<file path="config.mk">
export PLATFORM = sky130hd
export DESIGN_NAME = free_list
export DESIGN_NICKNAME = d
export VERILOG_FILES = /design/src/rtl/free_list.sv
export SDC_FILE = /design/constraint.sdc
export NUM_CORES = 1
export LEC_CHECK = 0
export BUFFER_PORTS_ARGS = -buffer_cell sky130_fd_sc_hd__buf_2
export CORE_UTILIZATION = 38
export CTS_CLUSTER_DIAMETER = 120
export DETAILED_ROUTE_END_ITERATION = 10
export PLACE_DENSITY_LB_ADDON = 0.1
export SLEW_MARGIN = 30
export SYNTH_ARGS = -nofsm -noshare
export SYNTH_HDL_FRONTEND = slang
export SYNTH_SLANG_ARGS = --single-unit
</file>
<file path="constraint.sdc">
create_clock -name clock -period 3.2 [get_ports clock]
set_input_delay 0.64 -clock clock [delete_from_list [all_inputs] [get_ports clock]]
set_output_delay 0.64 -clock clock [all_outputs]
set_load 0.03 [all_outputs]
</file>
<file path="src/rtl/free_list.sv">
// Walks a linked list of card nodes in the shared card RAM and releases each one
// by writing its word to zero, which clears the allocation flag in bit 31.
module free_list #(
    parameter int MAX_NODES = 64,
    parameter int CNT_W     = 7
) (
    input  logic             clock,
    input  logic             reset,
    input  logic             start,
    input  logic [9:0]       head,
    output logic             busy,
    output logic             done,
    output logic             error,
    output logic [CNT_W-1:0] freed_count,
    output logic [9:0]       ram_address,
    output logic             ram_clock,
    output logic [31:0]      ram_data,
    output logic             ram_wren,
    input  logic [31:0]      ram_q
);

    typedef enum logic [2:0] {
        S_IDLE,
        S_RD,
        S_WAIT,
        S_CHECK,
        S_WR,
        S_DONE
    } state_e;

    state_e           state_q, state_d;
    logic [9:0]       cur_q, cur_d;
    logic [9:0]       nxt_q, nxt_d;
    logic [9:0]       addr_q, addr_d;
    logic [CNT_W-1:0] cnt_q, cnt_d;
    logic             err_q, err_d;
    logic [CNT_W-1:0] cntInc;
    logic             unusedRamBits;

    assign cntInc = cnt_q + CNT_W'(1);

    // State register plus the walk pointers, count, error flag and RAM address.
    always_ff @(posedge clock) begin
        if (reset) begin
            state_q <= S_IDLE;
            cur_q   <= '0;
            nxt_q   <= '0;
            addr_q  <= '0;
            cnt_q   <= '0;
            err_q   <= 1'b0;
        end else begin
            state_q <= state_d;
            cur_q   <= cur_d;
            nxt_q   <= nxt_d;
            addr_q  <= addr_d;
            cnt_q   <= cnt_d;
            err_q   <= err_d;
        end
    end

    // Each node costs RD, WAIT, CHECK, WR; the address set in RD is held
    // through WR so the write lands on the node that was just read.
    always_comb begin
        state_d = state_q;
        cur_d   = cur_q;
        nxt_d   = nxt_q;
        addr_d  = addr_q;
        cnt_d   = cnt_q;
        err_d   = err_q;
        case (state_q)
            S_IDLE: begin
                if (start) begin
                    cnt_d = '0;
                    err_d = 1'b0;
                    if (head == 10'd0) begin
                        state_d = S_DONE;
                    end else begin
                        cur_d   = head;
                        state_d = S_RD;
                    end
                end
            end
            S_RD: begin
                addr_d  = cur_q;
                state_d = S_WAIT;
            end
            S_WAIT: begin
                state_d = S_CHECK;
            end
            S_CHECK: begin
                // An unallocated node means a corrupt list or a revisit.
                if (!ram_q[31]) begin
                    err_d   = 1'b1;
                    state_d = S_DONE;
                end else begin
                    nxt_d   = ram_q[9:0];
                    state_d = S_WR;
                end
            end
            S_WR: begin
                cnt_d = cntInc;
                if (nxt_q == 10'd0) begin
                    state_d = S_DONE;
                end else if (cntInc == CNT_W'(MAX_NODES)) begin
                    err_d   = 1'b1;
                    state_d = S_DONE;
                end else begin
                    cur_d   = nxt_q;
                    state_d = S_RD;
                end
            end
            S_DONE: begin
                state_d = S_IDLE;
            end
            default: begin
                state_d = S_IDLE;
            end
        endcase
    end

    assign busy          = (state_q != S_IDLE);
    assign done          = (state_q == S_DONE);
    assign ram_wren      = (state_q == S_WR);
    assign error         = err_q;
    assign freed_count   = cnt_q;
    assign ram_address   = addr_q;
    assign ram_clock     = clock;
    assign ram_data      = 32'd0;
    assign unusedRamBits = ^ram_q[30:10];

endmodule

</file>
==> results of run 1 <==
==> flip-flops by register name (all words and copies together) (netlist names) <==
| name | cells |
|---|---|
| error | 1 |
| state_q | 3 |
| cur_q | 10 |
| freed_count | 7 |
| ram_address | 10 |
| nxt_q | 10 |
==> final timing paths <==
kind	end	slack (ns)
worst max register to register	cur_q[9]	0.76
worst max-delay path	ram_clock	0.57
worst min register to register	nxt_q[3]	0.48
worst min-delay path	nxt_q[2]	0.47
==> cell usage after synthesis (2+ instances only) <==
master / number
a311oi_1: 3
dfxtp_1: 41
mux2i_1: 10
and3_1: 3
buf_6: 2
nor2_1: 20
a22oi_1: 2
nor3_1: 4
buf_4: 35
a211oi_1: 3
ha_1: 2
nor4_1: 4
nand3b_1: 3
a21oi_1: 25
inv_2: 2
nand2_1: 49
o21ai_0: 5
nand3_1: 6
clkbuf_1: 9
mux2_4: 10
and2b_1: 10
inv_1: 2
buf_2: 2
==> power breakdown <==
part	internal [mW]	total (mW)	switching (mW)
registers	0.533	0.550	0.0174
logic	0.0744	0.214	0.139
clock network	0.315	0.535	0.220
==> critical path, stage by stage <==
cell and delay [ns]:
clkbuf_8 0.11, clkbuf_8 0.12, buf_2 0.16
==> layer usage <==
layer / vias to the layer above / global-route usage (%) / routed length (um) / share of wire, %
met2: 52 / 23.2 / 2020 / 43
met1: 779 / 21.6 / 2370 / 50
met5: - / 0 / 0 / 0
met4: 0 / 8.55 / 93 / 2.0
met3: 6 / 4.57 / 222 / 4.7
li1: 943 / - / - / -
==> cell type report <==
type	count	area share, %
Multi-Input combinational cell	209	48.1
Sequential cell	41	32.0
Tap cell	72	3.51
Inverter	5	0.732
Clock inverter	2	1.37
Timing Repair Buffer	48	9.76
Clock buffer	9	4.49
==> cells by family after synthesis <==
group	after synthesis
AO/OA/AOI/OAI	47
XOR/XNOR	1
adder cells (fa/ha/maj)	2
buffers and inverters	53
flip-flops	41
multiplexers	20
other	1
AND/OR/NAND/NOR	107
==> placed cells by master, fill, tap and decap left out, types with 2 or more instances in the layout <==
| master | netlist | layout |
|---|---|---|
| ha_1 | 2 | 2 |
| nand3b_1 | 3 | 3 |
| buf_4 | 35 | 4 |
| nand2_1 | 49 | 49 |
| nor3_1 | 4 | 4 |
| nand3_1 | 6 | 6 |
| a311oi_1 | 3 | 3 |
| inv_2 | 2 | 2 |
| a21oi_1 | 25 | 25 |
| and3_1 | 3 | 3 |
| dfxtp_1 | 41 | 41 |
| conb_1 | 1 | 32 |
| nor2_1 | 20 | 20 |
| o21ai_0 | 5 | 5 |
| nor4_1 | 4 | 4 |
| mux2_4 | 10 | 10 |
| clkbuf_8 | 0 | 8 |
| inv_1 | 2 | 2 |
| and2b_1 | 10 | 10 |
| a211oi_1 | 3 | 3 |
| buf_2 | 2 | 45 |
| a22oi_1 | 2 | 2 |
| mux2i_1 | 10 | 10 |
==> metrics, run 1 <==
all-layer global routing usage=16.1%; IO Port Bufs=45; Initial Util=40.5%; compound-gate portion of the synthesized area=13.8%; Area contributors post-synth=dfxtp_1 36%, buf_4 11%, nand2_1 8.0%; top_reg_cell synth=dfxtp_1; Reg clk slew, reported paths=0.08 ns; FFs w/ async S/R, synth=0%; Placement Cell Area=2420 um^2; sequential area share after synthesis=35.9%; Tightest Pin Transition=0.856 ns; first-pass iteration count of the detailed router=4; Die Y-Extent=79.6 um; reg-to-reg startpoint=freed_count[1]; Yosys reg bits=41; multi-input logic area=1230 um^2; area of the core region=5640 um^2; YS warnings=0; hold_sp=ram_q[2]; CP Class=clk -> out; RSZ-0062 raised after global routing=no; fin. max-slew vios=0; ANT nets after route=0; adder-cell area share of the yosys netlist=1.09%; Startpoint Class=clock port; post-CTS sizing=0; vias in the first global route=1619; Reg2Reg Depth=7; fin util=45.5%; setup TNS=0 ns; final setup vio count=0; share of layout cells above drive strength 1=24.5%; Hold Fails Final Rpt=0; dpl hpwl=3.33 mm; initial antenna violation count=0; Setup crit end kind=output pin; post-synthesis cell count=272; placed insts=376; worst skew pair latency=0.40 ns; Area Overhead vs Synth=12.1%; Layout Nets=361; Critical Path RT=2.56 ns; P_leak=1.17 nW; # hold bufs at CTS=0; Post-Syn Area=2290 um^2; leading area contributor after synthesis=dfxtp_1; Max-Cap Viols=0; number of top-level pins=99; Cell Pwr Density=506 nW/um^2; VDD IR max=223 uV; Yosys top cell area share=35.9%; Layout Cells excl Fill=386; DRC viols=0; pre-CTS setup slack=0.785 ns; num rows=27; Setup crit start=clock; First DRT Iteration DRCs=60; routed wire length=4.70 mm; GP Congestion=0.766; CTS tree=yes; Hold/Removal Path Class=in -> reg; Reg area=821 um^2; largest net degree at the start of global routing=52; Fill cells=583; Yosys cell types=43; first-pass GRT wire length=7.73 mm; Crit Path Max Fanout=2; GRT overflow=0; Post-CTS Setup Inserts=0; total power=1.30 mW; Simple-Gate Fraction of Synth Area=22.5%; hold path depth=3; Via Count=1780; post-route design area=2560 um^2; ANT cells=0; Syn Area/Cell=8.41 um^2; XOR/XNOR share of the synthesized area=0.383%; Post-Route Skew=0.00944 ns; die width=79.6 um; Fin Hold WS=0.475 ns; mux cell area share after synthesis=10.9%; post-DR wirelength/cell=12.2 um; Max-slew headroom=42.9%; main combinational cell family by area after synthesis=simple AND/OR/NAND/NOR gates; run status=finished, final reports clean; final worst slack=0.572 ns; critical path arrival=1.99 ns; die area=6330 um^2; number of synthesized flops with an enable pin=0; DR vias/cell=4.61
No activity file was read; power rests on OpenSTA's default activity.
==> inputs of run 2 (changes only) <==
ABC_AREA = 1   (was unset)
clock period = 2.41 ns   (was 3.2 ns; I/O delays follow)
==> run 2 against run 1 <==
  * Wire length is 4.0% lower
  * Die area is 2.2% lower
  * Register-to-register slack worse by 0.30 ns
  * Area after synthesis is 2.2% lower
  * Worst setup slack worse by 0.24 ns
  * Clock skew is 0.00098 ns lower
  * Via count is 8.1% higher
  * Worst hold slack worse by 0.12 ns
  * Largest cell class unchanged
==> metrics, run 2 <==
Fin Hold WS=0.355 ns (-0.120 ns); critical path arrival=1.59 ns (-0.40 ns); total power=2.21 mW (+70%); die width=78.7 um (-1.1%); # hold bufs at CTS=0 (unchanged); First DRT Iteration DRCs=54 (-10%); Area contributors post-synth=dfxtp_1 37%, buf_4 11%, nand2_1 9.6%; Yosys cell types=28 (-35%); Die Y-Extent=78.7 um (-1.1%); Initial Util=40.1% (-0.43 points); Area Overhead vs Synth=14.3%; vias in the first global route=1607 (-0.74%); Hold/Removal Path Class=in -> reg; Reg2Reg Depth=11 (+4); dpl hpwl=3.26 mm (-2.2%); pre-CTS setup slack=0.445 ns (-0.340 ns); number of top-level pins=99 (unchanged); Post-Syn Area=2240 um^2 (-2.2%); final worst slack=0.336 ns (-0.236 ns); Fill cells=613 (+5.1%); CTS tree=yes; CP Class=clk -> out; final setup vio count=0 (unchanged); post-route design area=2550 um^2 (-0.39%); most frequent cells in the layout=57 x nand2_1, 45 x buf_2, 41 x dfxtp_1; post-DR wirelength/cell=10.3 um (-16%); Post-Route Skew=0.00846 ns (-0.000981 ns); Layout Nets=413 (+14%); area of the core region=5570 um^2 (-1.2%); Max-slew headroom=60.0% (+17 points); Yosys reg bits=41 (unchanged); RSZ-0062 raised after global routing=no; IO Port Bufs=45 (unchanged); first-pass iteration count of the detailed router=4 (unchanged); Placement Cell Area=2380 um^2 (-1.8%); Yosys top cell area share=36.7% (+0.82 points); routed wire length=4.51 mm (-4.0%); post-synthesis cell count=323 (+19%); slowest stage cell, crit path=buf_2; share of layout cells above drive strength 1=22.9% (-1.6 points); peak per-stage delay on the critical path=0.16 ns (about the same); FFs w/ async S/R, synth=0% (unchanged); run status=finished, final reports clean; top_reg_cell synth=dfxtp_1; most common cell after layout, fill and taps aside=nand2_1; all-layer global routing usage=15.5% (-0.60 points); crit-path most repeated cell=clkbuf_8; first-pass GRT wire length=7.45 mm (-3.6%); leading area contributor after synthesis=dfxtp_1; VDD IR max=636 uV (+180%); Post-synth top cells=57 x nand2_1, 41 x dfxtp_1, 36 x inv_1, 34 x buf_4, 34 x nor2_1; Hold Fails Final Rpt=0 (unchanged); P_leak=1.24 nW (+6.0%); Via Count=1924 (+8.1%); DRC viols=0 (unchanged); number of synthesized flops with an enable pin=0 (unchanged); die area=6190 um^2 (-2.2%); GRT overflow=0 (unchanged); Crit Path Max Fanout=2 (unchanged); YS warnings=0 (unchanged); Post-CTS Setup Inserts=0 (unchanged); hold path depth=3 (unchanged); worst skew pair latency=0.40 ns (about the same); GP Congestion=0.774 (+1.1%); num rows=27 (unchanged); post-CTS sizing=0 (unchanged); initial antenna violation count=0 (unchanged); Cell Pwr Density=867 nW/um^2 (+71%); sequential area share after synthesis=36.7% (+0.82 points); crit-path cells=clkbuf_8, clkbuf_8, buf_2; Layout Cells excl Fill=439 (+14%); setup TNS=0 ns (unchanged); ANT nets after route=0 (unchanged); Startpoint Class=clock port; Setup crit end kind=output pin; fin util=45.8% (+0.37 points); ANT cells=0 (unchanged); Reg clk slew, reported paths=0.08 ns (about the same); Max-Cap Viols=0 (unchanged); DR vias/cell=4.38 (-5.0%); Critical Path RT=1.93 ns (-0.63 ns); placed insts=428 (+14%); count leader, synth=nand2_1; Tightest Pin Transition=0.599 ns (-0.257 ns); Syn Area/Cell=6.92 um^2 (-18%); fin. max-slew vios=0 (unchanged); Reg2Reg Setup Slack=0.46 ns (-0.30 ns); largest net degree at the start of global routing=23 (-56%)
run 2: cell types whose count changed in the layout (fill, tap and decap cells not counted), moves of 4 or more:
cell     change
inv_1       +34
o21ai_0     +17
nor2_1      +14
nand2_2     +12
nand3_1     +11
and2b_1     -10
mux2_4      -10
mux2i_1     -10
nand2_1      +8
a21oi_1      +4
nor2_2       +4
run 2: routing by layer:
layer  GRT usage, %  wire (um)  up-vias  part of all wire (%)
met5              0          0        -                     0
met4           7.22         62        0                   1.4
met3           4.14        252        6                   5.6
met2           21.8       1890       69                    42
met1           21.9       2310      811                    51
li1               -          -     1038                     -
run 2: cell type report:
type                    instances  area (um^2)  share of cell area (%)
clock buffers                   9          115                    4.51
clock inverters                 3         68.8                    2.69
inverters                      39          146                    5.73
multi-input cells             227         1060                    41.6
flip-flops and latches         41          821                    32.1
well taps                      72         90.1                    3.53
repair buffers                 48          250                    9.79
run 2: path summary, 6_finish.rpt:
check | startpoint | end
max reg2reg | freed_count[0] | cur_q[9]
min reg2reg | error | error
max | clock | ram_clock
min | ram_q[0] | nxt_q[0]
run 2: where the power goes:
part | switching [mW] | internal, mW | total [mW] | leakage (nW)
Sequential | 0.0456 | 0.758 | 0.803 | 0.334
Clock | 0.314 | 0.534 | 0.848 | 0.0943
Combinational | 0.399 | 0.165 | 0.563 | 0.809
run 2: cells by family after synthesis:
family | count (synthesis) | synth area share (%)
simple gates | 135 | 27.1
buf+inv | 86 | 20.9
compound gates | 57 | 13.5
flops | 41 | 36.7
fa+ha+maj | 2 | 1.12
xor+xnor | 1 | 0.392
other cells | 1 | 0.168
run 2: critical path, delay by kind of cell:
kind                   cells  cell delay, ns
buffers and inverters      3            0.39
==> inputs of run 3 (changes only) <==
PLACE_DENSITY = 0.78   (was unset)
PLACE_DENSITY_LB_ADDON = unset   (was 0.1)
SLEW_MARGIN = 15   (was 30)
==> run 3 against run 2 <==
  * Clock power is 13% lower
  * First-iteration DRC count grew 54%
  * Worst setup slack lost 0.081 ns
  * Register-to-register slack worse by 0.07 ns
  * Via count down 0.57%
  * Wire length decreased by 3.4%
  * Clock skew fell by 0.0054 ns
  * Sequential power is essentially flat
  * Total power is 4.5% lower
  * Die area unchanged
  * Global-route usage shrank 0.35 points
  * Cell count down 0.23%
==> metrics, run 3 (synthesized netlist as in run 2, its figures left out) <==
dpl hpwl=3.17 mm (-2.6%); Startpoint Class=flip-flop; run status=finished, final reports clean; Critical Path RT=1.93 ns (about the same); Initial Util=40.1% (unchanged); CP Class=reg -> out; ANT nets after route=0 (unchanged); P_leak=1.22 nW (-1.6%); Area Overhead vs Synth=12.9%; vias in the first global route=1637 (+1.9%); worst hold endpoint=nxt_q[7]; DR vias/cell=4.37 (-0.34%); hold path depth=3 (unchanged); RR Endpoint=cur_q[2]; Reg clk slew, reported paths=0.08 ns (about the same); max frequency=464 MHz; most frequent cells in the layout=57 x nand2_1, 45 x buf_2, 41 x dfxtp_1; DRC viols=0 (unchanged); post-layout minimum cycle time=2.15 ns; Hold/Removal Path Class=in -> reg; # hold bufs at CTS=0 (unchanged); die area=6190 um^2 (unchanged); hold_sp=ram_q[7]; num rows=27 (unchanged); post-DR wirelength/cell=9.95 um (-3.2%); all-layer global routing usage=15.2% (-0.35 points); number of top-level pins=99 (unchanged); GP Congestion=0.849 (+9.6%); Cell Pwr Density=838 nW/um^2 (-3.4%); initial antenna violation count=0 (unchanged); Post-CTS Setup Inserts=0 (unchanged); GRT overflow=0 (unchanged); fin util=45.3% (-0.54 points); worst skew pair latency=0.40 ns (about the same); IO Port Bufs=45 (unchanged); Post-Route Skew=0.00301 ns (-0.00545 ns); Die Y-Extent=78.7 um (unchanged); fin. max-slew vios=0 (unchanged); Reg2Reg Setup Slack=0.39 ns (-0.07 ns); die width=78.7 um (unchanged); reg-to-reg startpoint=freed_count[0]; Hold Fails Final Rpt=0 (unchanged); Layout Nets=412 (-0.24%); Crit Path Max Fanout=23 (+21); First DRT Iteration DRCs=83 (+54%); Setup crit start=state_q[1]; RSZ-0062 raised after global routing=no; Reg2Reg Depth=13 (+2); ANT cells=0 (unchanged); final setup vio count=0 (unchanged); largest net degree at the start of global routing=24 (+4.3%); VDD IR max=333 uV (-48%); Tightest Pin Transition=0.580 ns (-0.0190 ns); Fin Hold WS=0.355 ns (-0.0000280 ns); Setup crit end kind=output pin; Max-slew headroom=61.3% (+1.2 points); Max-Cap Viols=0 (unchanged); first-pass GRT wire length=7.17 mm (-3.8%); share of layout cells above drive strength 1=22.7% (-0.21 points); fin crit share=89.4%; setup TNS=0 ns (unchanged); Via Count=1913 (-0.57%); CTS tree=yes; critical path arrival=1.67 ns (+0.08 ns); first-pass iteration count of the detailed router=4 (unchanged); routed wire length=4.36 mm (-3.4%); most common cell after layout, fill and taps aside=nand2_1; post-CTS sizing=0 (unchanged); area of the core region=5570 um^2 (unchanged)
## run 3: cell types whose count changed in the layout (fill, tap and decap cells not counted)
cell,before,now
buf_4,4,3
bufinv_16,2,1
clkinv_4,0,1
clkinvlp_4,0,1
inv_6,1,0
## run 3: layout make-up
class                           instances  area, um^2
Inverter                               39         146
Multi-Input combinational cell        227        1060
Sequential cell                        41         821
Timing Repair Buffer                   47         243
Fill cell                             589        3050
Clock buffer                            9         115
Tap cell                               72        90.1
Clock inverter                          3        46.3
## run 3: how the worst max path moves through the flow
stage	end	cells past startpoint
final	ram_wren	4
after global routing	ram_wren	4
after CTS	ram_wren	4
after detailed placement	cur_q[4]	13
after global placement	cur_q[8]	13
after floorplan	cur_q[0]	11
## run 3: where the power goes
| group | switching (mW) | internal [mW] | leakage, nW |
|---|---|---|---|
| Combinational | 0.403 | 0.169 | 0.804 |
| Sequential | 0.0466 | 0.758 | 0.334 |
| Clock | 0.312 | 0.427 | 0.0799 |
| Total | 0.762 | 1.35 | 1.22 |
## run 3: routing by layer
metal | share of wire, % | up-vias | track usage (%)
met1 | 46 | 808 | 18.6
met5 | 0 | - | 0
met2 | 45 | 63 | 22.6
li1 | - | 1031 | -
met4 | 3.1 | 0 | 10.4
met3 | 5.8 | 11 | 4.83
## run 3: worst max-delay path, stage by stage, from the launching register on
cell	delay (ns)
dfxtp_1	0.37
nor2_2	0.17
nand2_2	0.23
inv_2	0.26
buf_2	0.24
## run 3: through the flow
stage / total power [mW] / setup slack (ns) / cell area (um^2) / instances
after global placement: 1.42 / 0.530 / 2370 / 427
after floorplan: 1.37 / 0.548 / 2350 / 354
after detailed placement: 1.43 / 0.476 / 2370 / 427
after global routing: 2.25 / 0.104 / 2520 / 438
final: 2.12 / 0.255 / 2520 / 438
after CTS: 2.13 / 0.255 / 2520 / 438
